### src/rtl/gpsdo_pkg.sv
// Shared GPSDO definitions: UART byte width, TX FSM state codes and the
// status byte codes exchanged between the 1PPS comparator and the UART stage.
package gpsdo_pkg;

  localparam int UART_W = 8;

  typedef enum logic [1:0] {
    IDLE  = 2'd0,
    START = 2'd1,
    DATA  = 2'd2,
    STOP  = 2'd3
  } tx_state_t;

  localparam logic [UART_W-1:0] ST_HOLD     = 8'd0;
  localparam logic [UART_W-1:0] ST_GPS_LEAD = 8'd1;
  localparam logic [UART_W-1:0] ST_LOC_LEAD = 8'd2;
  localparam logic [UART_W-1:0] ST_TIMEOUT  = 8'd9;

endpackage

### src/rtl/sync_fifo.sv
// Single-clock first-word-fall-through FIFO; binary pointers with one extra
// wrap bit distinguish full from empty.
module sync_fifo #(
  parameter int WIDTH = 8,
  parameter int DEPTH = 8,
  localparam int AW = $clog2(DEPTH)
) (
  input  logic             CLK_SYS,
  input  logic             CLK_RST,
  input  logic             push,
  input  logic             pop,
  input  logic [WIDTH-1:0] din,
  output logic [WIDTH-1:0] dout,
  output logic             full,
  output logic             empty,
  output logic [AW:0]      level
);

  logic [WIDTH-1:0] mem [DEPTH];
  logic [AW:0]      wr_ptr;
  logic [AW:0]      rd_ptr;
  logic             do_wr;
  logic             do_rd;

  assign empty = (wr_ptr == rd_ptr);
  assign full  = (wr_ptr[AW] != rd_ptr[AW]) && (wr_ptr[AW-1:0] == rd_ptr[AW-1:0]);
  assign level = wr_ptr - rd_ptr;
  assign dout  = mem[rd_ptr[AW-1:0]];

  // A write into a full FIFO is legal only when the head leaves in the same cycle.
  assign do_wr = push & (~full | pop);
  assign do_rd = pop & ~empty;

  always_ff @(posedge CLK_SYS) begin
    if (do_wr) mem[wr_ptr[AW-1:0]] <= din;
  end

  always_ff @(posedge CLK_SYS or negedge CLK_RST) begin
    if (!CLK_RST) begin
      wr_ptr <= '0;
      rd_ptr <= '0;
    end else begin
      if (do_wr) wr_ptr <= wr_ptr + 1'b1;
      if (do_rd) rd_ptr <= rd_ptr + 1'b1;
    end
  end

endmodule

### src/rtl/uart_tx_fifo.sv
// Buffers comparator status bytes (one per rising edge of Uart_En) and sends
// them as 8N1 UART frames; counts bytes dropped on overflow.
module uart_tx_fifo
  import gpsdo_pkg::*;
#(
  parameter int CLK_FREQ   = 50_000_000,
  parameter int BAUD       = 115200,
  parameter int FIFO_DEPTH = 8,
  parameter int OVF_W      = 16
) (
  input  logic                         CLK_SYS,
  input  logic                         CLK_RST,
  input  logic                         Uart_En,
  input  logic [UART_W-1:0]            Uart_Data,
  output logic                         Uart_Busy,
  output logic                         UART_TX,
  output logic [$clog2(FIFO_DEPTH):0]  Fifo_Level,
  output logic [OVF_W-1:0]             Ovf_Cnt,
  output logic [1:0]                   dbg_state
);

  localparam int DIV = (CLK_FREQ + BAUD / 2) / BAUD;
  localparam int CW  = (DIV > 1) ? $clog2(DIV) : 1;

  tx_state_t         state;
  logic [CW-1:0]     baud_cnt;
  logic [2:0]        bit_idx;
  logic [UART_W-1:0] shreg;
  logic              en_d;
  logic              push;
  logic              pop;
  logic              drop;
  logic              bit_end;
  logic              fifo_full;
  logic              fifo_empty;
  logic [UART_W-1:0] fifo_dout;

  assign dbg_state = state;
  assign push      = Uart_En & ~en_d;
  assign bit_end   = (baud_cnt == CW'(DIV - 1));
  // Head leaves the FIFO when the line is free: from IDLE, or at the last STOP cycle.
  assign pop       = ~fifo_empty & ((state == IDLE) | ((state == STOP) & bit_end));
  assign drop      = push & fifo_full & ~pop;

  sync_fifo #(
    .WIDTH (UART_W),
    .DEPTH (FIFO_DEPTH)
  ) u_fifo (
    .CLK_SYS (CLK_SYS),
    .CLK_RST (CLK_RST),
    .push    (push),
    .pop     (pop),
    .din     (Uart_Data),
    .dout    (fifo_dout),
    .full    (fifo_full),
    .empty   (fifo_empty),
    .level   (Fifo_Level)
  );

  always_ff @(posedge CLK_SYS or negedge CLK_RST) begin
    if (!CLK_RST) begin
      en_d    <= 1'b0;
      Ovf_Cnt <= '0;
    end else begin
      en_d <= Uart_En;
      if (drop && (Ovf_Cnt != '1)) Ovf_Cnt <= Ovf_Cnt + 1'b1;
    end
  end

  always_ff @(posedge CLK_SYS or negedge CLK_RST) begin
    if (!CLK_RST) begin
      state     <= IDLE;
      baud_cnt  <= '0;
      bit_idx   <= '0;
      shreg     <= '0;
      UART_TX   <= 1'b1;
      Uart_Busy <= 1'b0;
    end else begin
      Uart_Busy <= (state != IDLE) | ~fifo_empty;
      case (state)
        IDLE: begin
          baud_cnt <= '0;
          if (pop) begin
            state   <= START;
            shreg   <= fifo_dout;
            UART_TX <= 1'b0;
          end
        end
        START: begin
          if (bit_end) begin
            baud_cnt <= '0;
            bit_idx  <= '0;
            state    <= DATA;
            UART_TX  <= shreg[0];
          end else begin
            baud_cnt <= baud_cnt + 1'b1;
          end
        end
        DATA: begin
          if (bit_end) begin
            baud_cnt <= '0;
            if (bit_idx == 3'd7) begin
              state   <= STOP;
              UART_TX <= 1'b1;
            end else begin
              bit_idx <= bit_idx + 3'd1;
              UART_TX <= shreg[bit_idx + 3'd1];
            end
          end else begin
            baud_cnt <= baud_cnt + 1'b1;
          end
        end
        STOP: begin
          if (bit_end) begin
            baud_cnt <= '0;
            // Back-to-back frames: next start bit follows the stop bit directly.
            if (pop) begin
              state   <= START;
              shreg   <= fifo_dout;
              UART_TX <= 1'b0;
            end else begin
              state <= IDLE;
            end
          end else begin
            baud_cnt <= baud_cnt + 1'b1;
          end
        end
        default: begin
          state    <= IDLE;
          baud_cnt <= '0;
          UART_TX  <= 1'b1;
        end
      endcase
    end
  end

endmodule

### config.mk
export PLATFORM = sky130hd
export DESIGN_NAME = uart_tx_fifo
export DESIGN_NICKNAME = d
export VERILOG_FILES = /design/src/rtl/gpsdo_pkg.sv /design/src/rtl/sync_fifo.sv /design/src/rtl/uart_tx_fifo.sv
export SDC_FILE = /design/constraint.sdc
export NUM_CORES = 1
export LEC_CHECK = 0
export CAP_MARGIN = 0
export CORE_MARGIN = 5
export CORE_UTILIZATION = 58
export CTS_CLUSTER_SIZE = 12
export DETAILED_ROUTE_END_ITERATION = 8
export GPL_TIMING_DRIVEN = 0
export PLACE_DENSITY = 0.79
export SLEW_MARGIN = 20
export SYNTH_ARGS = -nofsm -noshare
export SYNTH_HDL_FRONTEND = slang
export SYNTH_SLANG_ARGS = --single-unit
### constraint.sdc
create_clock -name CLK_SYS -period 3.82 [get_ports CLK_SYS]
set_input_delay 0.764 -clock CLK_SYS [delete_from_list [all_inputs] [get_ports CLK_SYS]]
set_output_delay 0.764 -clock CLK_SYS [all_outputs]
set_load 0.005 [all_outputs]
### Word level (Yosys, flattened, before mapping)

Memory sizes are Yosys's and may differ from the RTL's.
Cells that the tools add are included.

* memories kept: 1
* RAM bits: 64
* bits in registers: 49
* output and inout port bits: 24

Memory list
* u_fifo.mem: words 8, width 8, rd ports 1, clocked after Yosys merged registers in 0, wr ports 1, RTL line sync_fifo.sv:19 `logic [WIDTH-1:0] mem [DEPTH];`

* bitwise operators: 14
* add/subtract/negate cells: 6
* mux-type cells: 26
* eq/ne operators: 15
* reductions and logical operators: 11
* magnitude comparators: 1

Operators with widths (count)
* 9-bit case mux with 2 select lines: 1
* 16-bit by 1-bit adder with 16-bit output (second input constant): 1
* 8-bit two-way mux: 2
* 16-bit inequality test (second input constant): 1
* 8-bit case mux with 2 select lines: 1
* 2-bit inequality test (second input constant): 6
* 2-bit two-way mux: 5
* 9-bit by 1-bit adder with 9-bit output (second input constant): 1
* 9-bit == test (second input constant): 1
* 1-bit two-way mux: 9
* 3-bit two-way mux: 3
* 9-bit two-way mux: 1
* 4-bit by 1-bit adder with 4-bit output (second input constant): 2
* 2-bit case mux with 4 select lines: 1
* 1-bit AND: 7
* 3-bit case mux with 2 select lines: 1
* 2-bit nonzero test: 3
* 5-bit AND reduction: 1
* 2-bit == test (second input constant): 2
* 4-bit == test: 1
* 3-bit by 4-bit less-than comparator with 1-bit output (second input constant): 1
* 1-bit inverter: 4
* 1-bit case mux with 4 select lines: 1
* 4-bit AND reduction: 1
* 13 further kinds: 16

### Longest topological paths before layout

Gate-level depths: netlist of the first run.

* depth in word-level cells: 8
* mapped depth: 10
* mapped depth without buffers: 7

### Hierarchy

From an unflattened synthesis of the first run, not the netlist that was laid out.

* cells, all modules: 347
* area, all modules: 4981.0 um^2

Modules (own cells, without submodules)
* sync_fifo: cells each 168, seq. area each 2122.0 um^2, area an instance 2952.8 um^2, times used 1
* uart_tx_fifo: cells each 179, seq. area each 1027.2 um^2, area an instance 2028.2 um^2, times used 1

### Worst setup path after synthesis of the first run

Ideal clock, no wire load.

* path kind: reg2reg
* start point: register u_fifo.rd_ptr[1]
* end point: memory u_fifo.mem[6][0] (enable)
* required time: 3435 ps
* cell stages (with the launch flop): 10
* setup time: 385 ps
* arrival time: 2821 ps
* slack: 614 ps
* cell sequence: dfrtp_1 > clkbuf_1 > clkbuf_1 > inv_1 > ha_1 > nand3_1 > nor2_1 > a21oi_1 > nand2_1 > nor3b_1

* cells in the longest elaborated chain, start to end: 7

RTL lines
* start: declaration: RTL line sync_fifo.sv:21 `logic [AW:0] rd_ptr;`
* start signal: assignment: RTL line sync_fifo.sv:44 `if (do_rd) rd_ptr <= rd_ptr + 1'b1;`
* 4-bit == test or 3-bit == test (tied branches): RTL line sync_fifo.sv:25, sync_fifo.sv:26
* 1-bit inverter or 1-bit logical AND (tied branches): RTL line uart_tx_fifo.sv:42, sync_fifo.sv:26
* 1-bit AND or 1-bit inverter (tied branches): RTL line uart_tx_fifo.sv:42, sync_fifo.sv:31
* 1-bit bitwise OR (*): RTL line sync_fifo.sv:31 `assign do_wr = push & (~full | pop);`
* 1-bit AND (*): RTL line sync_fifo.sv:31
* 1-bit two-way mux (*): RTL line sync_fifo.sv:35 `if (do_wr) mem[wr_ptr[AW-1:0]] <= din;`
* 1-bit two-way mux (implied by the code) (*): RTL line sync_fifo.sv:35
* end: declaration: RTL line sync_fifo.sv:19

Mark *: on every way between the ends. The rest lies on a longest branch, timed or not.

### Worst setup path after layout of the first run

* start point: register u_fifo.rd_ptr[1]
* end point: output port Fifo_Level[3]

* cells in the longest elaborated chain, start to end: 1

RTL lines
* 4-bit subtractor: RTL line sync_fifo.sv:27 `assign level = wr_ptr - rd_ptr;`
* end: declaration: RTL line uart_tx_fifo.sv:17 `output logic [$clog2(FIFO_DEPTH):0] Fifo_Level,`

No other way between the ends.

==> results.py, run 1 <==
metrics = {
    "synth": {
        "synth_ff_type": "edfxtp_1",
        "syn_area_um2": 5030,
        "yosysWarnings": 0,
        "synth-edff-count": 64,
        "seq_area_frac_synth": 0.6261,
        "syn_nets": 378,
        "ys_ff_latch": 113,
        "synthArstFlopShare": 0.4336,
        "syn_avg_cell_area_um2": 14.29,
        "synthCells": 352,
        "ys_types": 52,
    },
    "timing": {
        "timing.final.max_slew_violations": 0,
        "setup_viol": 0,
        "timing.slew.headroom": 0.3844,
        "layout_setup_ws_ps": 136.7,
        "fin_skew_ps": 8.840,
        "hold_viol_final": 0,
        "fin_crit_ps": 3683,
        "clock.fmax_mhz": 271.5,
        "period_share": 0.9642,
        "tns_ps": 0,
        "rsz0062_at_grt": "false",
        "worstMarginPinSlew_ps": 918.4,
        "whs_ps": 182.0,
    },
    "setup_path": {
        "critical_path.cell_chain": "clkbuf_2 -> clkbuf_4 -> inv_1 -> ha_1 -> a21o_1 -> a21oi_1 -> xnor2_1 -> clkdlybuf4s50_1",
        "reg2reg_slack_ps": 430,
        "crit_end": "Fifo_Level[3]",
        "cp_slowest_cell": "clkdlybuf4s50_1",
        "crit_type": "reg2out",
        "cp_num_buf_inv": 4,
        "cp_data_required_time_ps": 3060,
        "cp_top_family": "buffers and inverters",
        "r2r_start": "u_fifo.rd_ptr[1]$_DFFE_PN0P_",
        "cp_max_fo": 10,
        "reg2regPathDepth": 9,
        "cp-end-kind": "output pin",
        "arrival_ps": 2920,
        "startpoint": "u_fifo.rd_ptr[1]$_DFFE_PN0P_",
        "slowest_delay_ps": 510,
        "cp.depth": 8,
        "rr_endpoint": "u_fifo.mem[6][0]$_DFFE_PP_",
        "worst_setup_path_start_kind": "flip-flop",
    },
    "route": {
        "drc_errors": 0,
        "drtIter0Drc": 98,
        "vias": 3028,
        "drt-total-wl_um": 9253,
        "detail_route.vias_per_cell": 5.724,
        "drtPass1Iterations": 4,
        "wl_per_cell_um": 17.49,
        "ant_nets": 0,
    },
    "power_and_ir_drop": {
        "peakVddDrop_v": 0.0003538,
        "finalPower_mw": 4.525,
        "p_leak_nw": 2.369,
        "power.density_nw_per_um2": 735.2,
    },
    "cts": {
        "cts_setup_buffers": 0,
        "cts_tree": "built",
        "clock-sinks": 113,
        "clockBufferDepth": 2,
        "htreeDepth": 4,
        "cts_buffers": 17,
        "clk_pin_slew_ps": 60,
        "cts_root_buf": "clkbuf_8",
        "clk_latency_ps": 510,
    },
    "die": {
        "die_w_um": 103.1,
        "ios": 35,
        "core_um2": 8593,
        "die-height_um": 103.1,
        "start_util": 0.5853,
        "rows": 34,
        "die_area_um2": 10630,
    },
    "placed_design": {
        "placed_cell_area_um2": 5563,
        "pre_cts_slack_ps": -55.78,
        "post-dp-hpwl_um": 6264,
        "gp_congestion": 0.8166,
        "dp.cells": 497,
        "port_buffers": 34,
    },
    "grt": {
        "grt_pass1_vias": 3129,
        "grt_overflow": 0,
        "grt.total_usage": 0.1938,
        "grt_antenna_before_repair": 0,
        "grt_max_degree": 33,
        "grt_pass1_wl_um": 15420,
    },
    "finish": {
        "layoutNonFillerInstCount": 529,
        "drive_above_1_share": 0.2090,
        "final_common_cell": "edfxtp_1",
        "final_cell_mix": "64 x edfxtp_1, 48 x dfrtp_1, 34 x nand2_1",
        "nNetsFinal": 434,
        "final_area_um2": 6155,
        "area_growth_pct": 22.36,
        "final_core_util": 0.7162,
        "n_antenna_cell": 0,
    },
    "min_path": {
        "hp-class": "in2async",
    },
    "outcome": {
        "status": "completed",
    },
    "job": {
        "drv_cap": 0,
    },
}
[worst register-to-register path, cell delays in order (launching register included)]
cell	delay (ps)
dfrtp_1	400
clkbuf_2	310
clkbuf_4	300
inv_1	90
ha_1	320
nand3_1	160
nor2_1	80
a21oi_1	500
nand2_1	230
nor3b_2	630
[state kept, by name (all words and copies together) (netlist names)]
signal	flops
u_fifo.mem	64
Ovf_Cnt	16
Uart_Busy	1
shreg	8
u_fifo.rd_ptr	4
u_fifo.wr_ptr	4
baud_cnt	9
UART_TX	1
en_d	1
bit_idx	3
dbg_state	2
[report_power, final]
| part | switching, mW | internal (mW) |
|---|---|---|
| clock network | 0.596 | 0.948 |
| logic | 0.691 | 0.659 |
| registers | 0.146 | 1.49 |
| total | 1.43 | 3.09 |
[area by class of cell]
type	instances	area, um2
fill	561	2439
buffer	9	46.29
clock inverter	15	172.7
multi-input combinational	216	1819
clock buffer	17	414.1
inverter	14	52.55
timing repair buffer	37	365.4
sequential	113	3149
tap	108	135.1
[kinds of logic (layout without fill, tap and decap cells)]
family / after synthesis / after routing / share of synthesized area
AOI/OAI and AO/OA: 29 / 29 / 0.03781
xor gates and xnor gates: 29 / 29 / 0.05199
adders and majority gates: 15 / 15 / 0.03881
buffers and inverters: 23 / 92 / 0.01865
DFF: 113 / 113 / 0.6261
muxes: 24 / 24 / 0.09378
and+or+nand+nor: 119 / 119 / 0.1328
[cells in the mapped netlist (3+ instances only)]
cell | instances | area [um2]
clkbuf_1 | 4 | 15.01
nor2_1 | 26 | 97.59
inv_1 | 13 | 48.80
and4_1 | 3 | 26.28
buf_2 | 3 | 15.01
mux2_2 | 5 | 56.30
xnor2_1 | 13 | 113.9
nand3_1 | 12 | 60.06
nand2b_1 | 3 | 18.77
a31oi_1 | 9 | 56.30
nand4_1 | 5 | 31.28
a21oi_1 | 3 | 15.01
nand2_1 | 34 | 127.6
ha_1 | 14 | 175.2
nor3b_1 | 6 | 45.04
mux4_2 | 18 | 405.4
xor2_1 | 15 | 131.4
edfxtp_1 | 64 | 1922
o21ai_0 | 6 | 30.03
dfrtp_1 | 48 | 1201
nor3_1 | 8 | 40.04
[routing by layer]
metal,up-vias,wire (um),global-route usage
met2,59,4843,0.3320
li1,1432,-,-
met3,11,375,0.05413
met5,-,0,0
met4,0,76,0.06375
met1,1526,3959,0.2383
[how the worst min path moves through the flow]
stage | from | endpoint | slack [ps]
5_1_grt | CLK_RST | baud_cnt[4]$_DFF_PN0_ | 210
3_3_place_gp | bit_idx[1]$_DFFE_PN0P_ | bit_idx[1]$_DFFE_PN0P_ | 500
2_1_floorplan | CLK_RST | Ovf_Cnt[0]$_DFFE_PN0P_ | 470
4_1_cts | CLK_RST | baud_cnt[4]$_DFF_PN0_ | 180
3_5_place_dp | Ovf_Cnt[11]$_DFFE_PN0P_ | Ovf_Cnt[11]$_DFFE_PN0P_ | 510
6_report | CLK_RST | baud_cnt[4]$_DFF_PN0_ | 180
[what timing repair did]
| action | 4_1_cts | 5_1_grt |
|---|---|---|
| resized for setup | 2 | 2 |
| hold buffers | 0 | 0 |
| setup endpoints to repair | 25 | 1 |
| endpoints found under the hold margin | 0 | 0 |
Note: power is estimated with default switching activity, not from simulation.
==> run 2: changes to the inputs <==
--- a/config.mk
+++ b/config.mk
@@ -12,7 +12,7 @@
 export DETAILED_ROUTE_END_ITERATION = 8
 export GPL_TIMING_DRIVEN = 0
 export PLACE_DENSITY = 0.79
-export SLEW_MARGIN = 20
+export SLEW_MARGIN = 10
 export SYNTH_ARGS = -nofsm -noshare
 export SYNTH_HDL_FRONTEND = slang
 export SYNTH_SLANG_ARGS = --single-unit
==> run 2 against run 1 <==
First-iteration DRC count fell by 1.0%. Sequential power hardly changed. Clock power is essentially flat. Clock skew fell by 0.97 ps. Utilization decreased by 0.28 points. Count of clock-buffer cells in the layout grew 1. Final area down 0.39%.
==> results.py, run 2 (synthesis results as in run 1) <==
metrics = {
    "route": {
        "vias": 3060,
        "wl_per_cell_um": 17.91,
        "drc_errors": 0,
        "routed-wl-met3_um": 355,
        "met2_length_um": 4990,
        "met1Wirelength_um": 4002,
        "drt-total-wl_um": 9477,
        "ant_nets": 0,
        "drtPass1Iterations": 5,
        "top_layer": "met4",
        "drtIter0Drc": 97,
        "detail_route.vias_per_cell": 5.784,
    },
    "cts": {
        "cts_tree": "built",
        "clockBufferDepth": 2,
        "clk_latency_ps": 510,
        "clock-sinks": 113,
        "htreeDepth": 4,
        "cts_root_buf": "clkbuf_8",
        "hold_buffers": 0,
        "cts_buffers": 17,
        "clk_pin_slew_ps": 60,
    },
    "placed_design": {
        "pre_cts_slack_ps": -478.3,
        "placed_cell_area_um2": 5543,
        "dp.cells": 497,
        "gp_congestion": 0.8166,
        "port_buffers": 34,
        "post-dp-hpwl_um": 6288,
    },
    "die": {
        "rows": 34,
        "core_um2": 8593,
        "die-height_um": 103.1,
        "start_util": 0.5853,
        "die_area_um2": 10630,
        "die_w_um": 103.1,
        "ios": 35,
    },
    "power_and_ir_drop": {
        "peakVddDrop_v": 0.0004952,
        "power.density_nw_per_um2": 732.9,
        "p_leak_nw": 2.360,
        "finalPower_mw": 4.493,
    },
    "setup_path": {
        "reg2regPathDepth": 9,
        "reg2reg_slack_ps": 210,
        "cp_data_required_time_ps": 3060,
        "arrival_ps": 2920,
        "r2r_start": "u_fifo.rd_ptr[1]$_DFFE_PN0P_",
        "worst_setup_path_start_kind": "flip-flop",
        "cp-end-kind": "output pin",
        "cp_max_fo": 10,
        "crit_type": "reg2out",
        "rr_endpoint": "u_fifo.mem[3][1]$_DFFE_PP_",
    },
    "finish": {
        "final_cell_mix": "64 x edfxtp_1, 48 x dfrtp_1, 34 x nand2_1",
        "final_core_util": 0.7135,
        "layoutNonFillerInstCount": 529,
        "final_area_um2": 6131,
        "area_growth_pct": 21.89,
        "largest_reg_flops": 64,
        "final_common_cell": "edfxtp_1",
        "n_antenna_cell": 0,
        "nNetsFinal": 434,
        "drive_above_1_share": 0.1995,
        "fill_cells": 579,
    },
    "timing": {
        "fin_crit_ps": 3686,
        "rsz0062_at_grt": "true",
        "clock.fmax_mhz": 271.3,
        "tns_ps": 0,
        "timing.slew.headroom": 0.2160,
        "hold_viol_final": 0,
        "fin_skew_ps": 7.870,
        "period_share": 0.9648,
        "timing.final.max_slew_violations": 0,
        "setup_viol": 0,
        "worstMarginPinSlew_ps": 1167,
        "whs_ps": 185.0,
        "layout_setup_ws_ps": 134.3,
    },
    "grt": {
        "grt_max_degree": 33,
        "grt_pass1_wl_um": 15840,
        "grt_overflow": 0,
        "grt.total_usage": 0.2024,
        "grt_antenna_before_repair": 0,
        "grt_pass1_vias": 3198,
    },
    "min_path": {
        "hp-class": "in2async",
    },
    "outcome": {
        "status": "completed",
    },
    "job": {
        "drv_cap": 0,
    },
}
run 2: cell type report:
cell class | count | area (um2) | share of cell area
clock buffer | 18 | 417.9 | 0.06816
inverter | 14 | 52.55 | 0.008571
clock inverter | 14 | 155.1 | 0.02531
timing repair buffer | 37 | 365.4 | 0.05959
tap | 108 | 135.1 | 0.02204
multi-input combinational | 216 | 1809 | 0.2951
buffer | 9 | 46.29 | 0.007551
sequential | 113 | 3149 | 0.5137
run 2: worst max-delay path, stage by stage (launching register included):
cell and delay [ps]:
dfrtp_1 400, clkbuf_2 310, clkbuf_4 290, inv_1 90, ha_1 320, a21o_1 170, a21oi_1 170, xnor2_1 130
clkdlybuf4s50_1 510
run 2: worst max path at each step:
stage | cells past startpoint | start | endpoint
global route | 9 | u_fifo.rd_ptr[1]$_DFFE_PN0P_ | u_fifo.mem[3][1]$_DFFE_PP_
finish | 8 | u_fifo.rd_ptr[1]$_DFFE_PN0P_ | Fifo_Level[3]
CTS | 8 | u_fifo.rd_ptr[1]$_DFFE_PN0P_ | Fifo_Level[3]
floorplan | 9 | u_fifo.rd_ptr[1]$_DFFE_PN0P_ | u_fifo.mem[6][0]$_DFFE_PP_
detailed placement | 9 | u_fifo.rd_ptr[1]$_DFFE_PN0P_ | u_fifo.mem[6][6]$_DFFE_PP_
global placement | 9 | u_fifo.rd_ptr[1]$_DFFE_PN0P_ | u_fifo.mem[6][2]$_DFFE_PP_
run 2: what timing repair did:
action | in CTS | in global routing
setup endpoints to repair | 33 | 17
resized for setup | 3 | 2
buffers inserted | 0 | 0
run 2: metal layers:
layer	vias to the layer above	GRT usage
li1	1431	-
met2	61	0.3434
met5	-	0
met4	0	0.06873
met1	1555	0.2452
met3	13	0.06563
run 2: power breakdown:
| part | internal [mW] | total, mW | switching, mW |
|---|---|---|---|
| Clock | 0.935 | 1.51 | 0.571 |
| Combinational | 0.660 | 1.35 | 0.694 |
| Sequential | 1.49 | 1.63 | 0.147 |
==> run 3: changes to the inputs <==
--- a/config.mk
+++ b/config.mk
@@ -6,7 +6,6 @@
 export NUM_CORES = 1
 export LEC_CHECK = 0
 export CAP_MARGIN = 0
-export CORE_MARGIN = 5
 export CORE_UTILIZATION = 58
 export CTS_CLUSTER_SIZE = 12
 export DETAILED_ROUTE_END_ITERATION = 8
==> run 3 against run 2 <==
Sequential power hardly changed. Clock skew is 3.8 ps higher. Clock power hardly changed. Routed wire length is 0.83% higher. Combinational power hardly changed. Worst setup slack better by 44 ps. Non-clock buffer count stayed put. Count of clock-buffer cells in the layout stayed put.
==> results.py, run 3 (synthesis results as in run 1) <==
metrics = {
    "finish": {
        "final_common_cell": "edfxtp_1",
        "area_growth_pct": 22.16,
        "final_cell_mix": "64 x edfxtp_1, 48 x dfrtp_1, 34 x nand2_1",
        "drive_above_1_share": 0.2067,
        "final_core_util": 0.7404,
        "n_antenna_cell": 0,
        "nNetsFinal": 434,
        "largest_reg_flops": 64,
    },
    "setup_path": {
        "cp_slowest_cell": "clkdlybuf4s50_1",
        "critPathMostFrequentCell": "clkbuf_4",
        "cp_max_fo": 10,
        "cp_data_required_time_ps": 3060,
        "cp-end-kind": "output pin",
        "worst_setup_path_start_kind": "flip-flop",
        "reg2regPathDepth": 9,
        "slowest_delay_ps": 520,
        "critical_path.cell_chain": "clkbuf_4 -> clkbuf_4 -> inv_1 -> ha_1 -> a21o_1 -> a21oi_1 -> xnor2_1 -> clkdlybuf4s50_1",
        "arrival_ps": 2880,
        "crit_type": "reg2out",
    },
    "cts": {
        "htreeDepth": 4,
        "clk_latency_ps": 520,
        "cts_setup_buffers": 0,
        "cts_tree": "built",
        "cts_buffers": 17,
        "cts_root_buf": "clkbuf_8",
        "clockBufferDepth": 2,
        "clk_pin_slew_ps": 70,
        "clock-sinks": 113,
    },
    "timing": {
        "timing.final.max_slew_violations": 0,
        "fin_crit_ps": 3642,
        "period_share": 0.9533,
        "worstMarginPinSlew_ps": 894.0,
        "clock.fmax_mhz": 274.6,
        "timing.slew.headroom": 0.4008,
        "layout_setup_ws_ps": 178.2,
        "setup_viol": 0,
        "rsz0062_at_grt": "false",
        "hold_viol_final": 0,
        "fin_skew_ps": 11.68,
    },
    "grt": {
        "grt_overflow": 0,
        "grt_max_degree": 32,
        "grt.total_usage": 0.2429,
        "grt_pass1_vias": 3164,
        "grt_pass1_wl_um": 15620,
        "grt_antenna_before_repair": 0,
    },
    "placed_design": {
        "post-dp-hpwl_um": 6377,
        "port_buffers": 34,
        "gp_congestion": 0.7684,
        "pre_cts_slack_ps": -101.5,
    },
    "die": {
        "core_um2": 8299,
        "start_util": 0.6061,
        "ios": 35,
        "die-height_um": 95.13,
        "die_area_um2": 9049,
        "die_w_um": 95.13,
        "rows": 33,
    },
    "power_and_ir_drop": {
        "share_comb_of_total_power": 0.302,
        "power.density_nw_per_um2": 737.0,
        "swShare": 0.3190,
        "finalPower_mw": 4.528,
        "pwr-share-seq": 0.361,
        "peakVddDrop_v": 0.0005578,
        "intPower_mw": 3.084,
        "p_clk_frac": 0.337,
        "p_sw_mw": 1.445,
        "p_leak_nw": 2.358,
    },
    "route": {
        "drt-total-wl_um": 9556,
        "drc_errors": 0,
        "wl_per_cell_um": 18.17,
        "vias": 3035,
        "drtPass1Iterations": 4,
        "drtIter0Drc": 125,
        "detail_route.vias_per_cell": 5.770,
        "ant_nets": 0,
    },
    "min_path": {
        "hp-class": "in2async",
    },
    "job": {
        "drv_cap": 0,
    },
    "outcome": {
        "status": "completed",
    },
}
[run 3: cell types whose count changed in the layout (fill, tap and decap cells not counted)]
cell	before	now
clkinvlp_4	1	3
nor3_2	3	5
clkbuf_4	1	2
clkbuf_2	1	0
buf_2	6	5
buf_4	1	2
clkinv_4	5	4
clkinv_1	2	1
nor3_1	7	5
[run 3: power groups by stage]
| stage | registers (mW) | logic (mW) | clock network (mW) |
|---|---|---|---|
| after floorplan | 1.61 | 0.914 | 0 |
| after global placement | 1.64 | 1.30 | 0 |
| after detailed placement | 1.65 | 1.36 | 0 |
| after CTS | 1.63 | 1.37 | 1.55 |
| after global routing | 1.66 | 1.52 | 1.60 |
| final | 1.63 | 1.37 | 1.53 |
[run 3: critical path, delay by kind of cell, from the launching register on]
| family | cells | cell delay (ps) |
|---|---|---|
| AO/OA/AOI/OAI | 2 | 350 |
| XOR/XNOR | 1 | 140 |
| adder cells (fa/ha/maj) | 1 | 320 |
| buffers and inverters | 4 | 1150 |
| flip-flops | 1 | 400 |
[run 3: cell type report]
class,count,area [um2]
Sequential cell,113,3149
Tap cell,105,131.4
Multi-Input combinational cell,216,1819
Inverter,14,52.55
Fill cell,505,2155
Timing Repair Buffer,37,367.9
Clock buffer,18,417.9
Buffer,9,48.80
Clock inverter,14,157.7
[run 3: worst paths after layout]
kind | slack, ps | startpoint | to
setup / recovery | 180 | u_fifo.rd_ptr[1]$_DFFE_PN0P_ | Fifo_Level[3]
hold / removal | 200 | CLK_RST | u_fifo.rd_ptr[0]$_DFFE_PN0P_
setup reg to reg | 460 | u_fifo.rd_ptr[1]$_DFFE_PN0P_ | u_fifo.mem[3][4]$_DFFE_PP_
hold reg to reg | 510 | baud_cnt[0]$_DFF_PN0_ | baud_cnt[0]$_DFF_PN0_
max in group asynchronous | 3030 | CLK_RST | UART_TX$_DFFE_PN1P_
min in group CLK_SYS | 510 | baud_cnt[0]$_DFF_PN0_ | baud_cnt[0]$_DFF_PN0_
[run 3: what timing repair did]
| item | CTS | global route |
|---|---|---|
| endpoints found under the setup margin | 33 | 1 |
| gates resized for setup | 2 | 4 |
| hold buffers | 0 | 0 |
| cloned | 0 | 0 |
| pin swaps | 0 | 0 |
[run 3: per-stage QoR]
stage	std cells	area, um2	hold WS [ps]	TNS [ps]
detailed placement	494	5557	502.1	-1919
finish	526	6145	197.4	0
global route	526	6145	211.1	0
CTS	526	6135	191.0	0
global placement	491	5502	498.6	-14250
floorplan	352	5030	468.4	0
[run 3: per-layer routing]
layer  vias to the layer above  GRT usage  share of wire  routed length, um
met5                         -          0              0                  0
met4                         0     0.1098          0.026                250
met3                        18    0.06619          0.038                360
met2                        73     0.4054           0.51               4864
met1                      1525     0.2951           0.43               4080
li1                       1419          -              -                  -
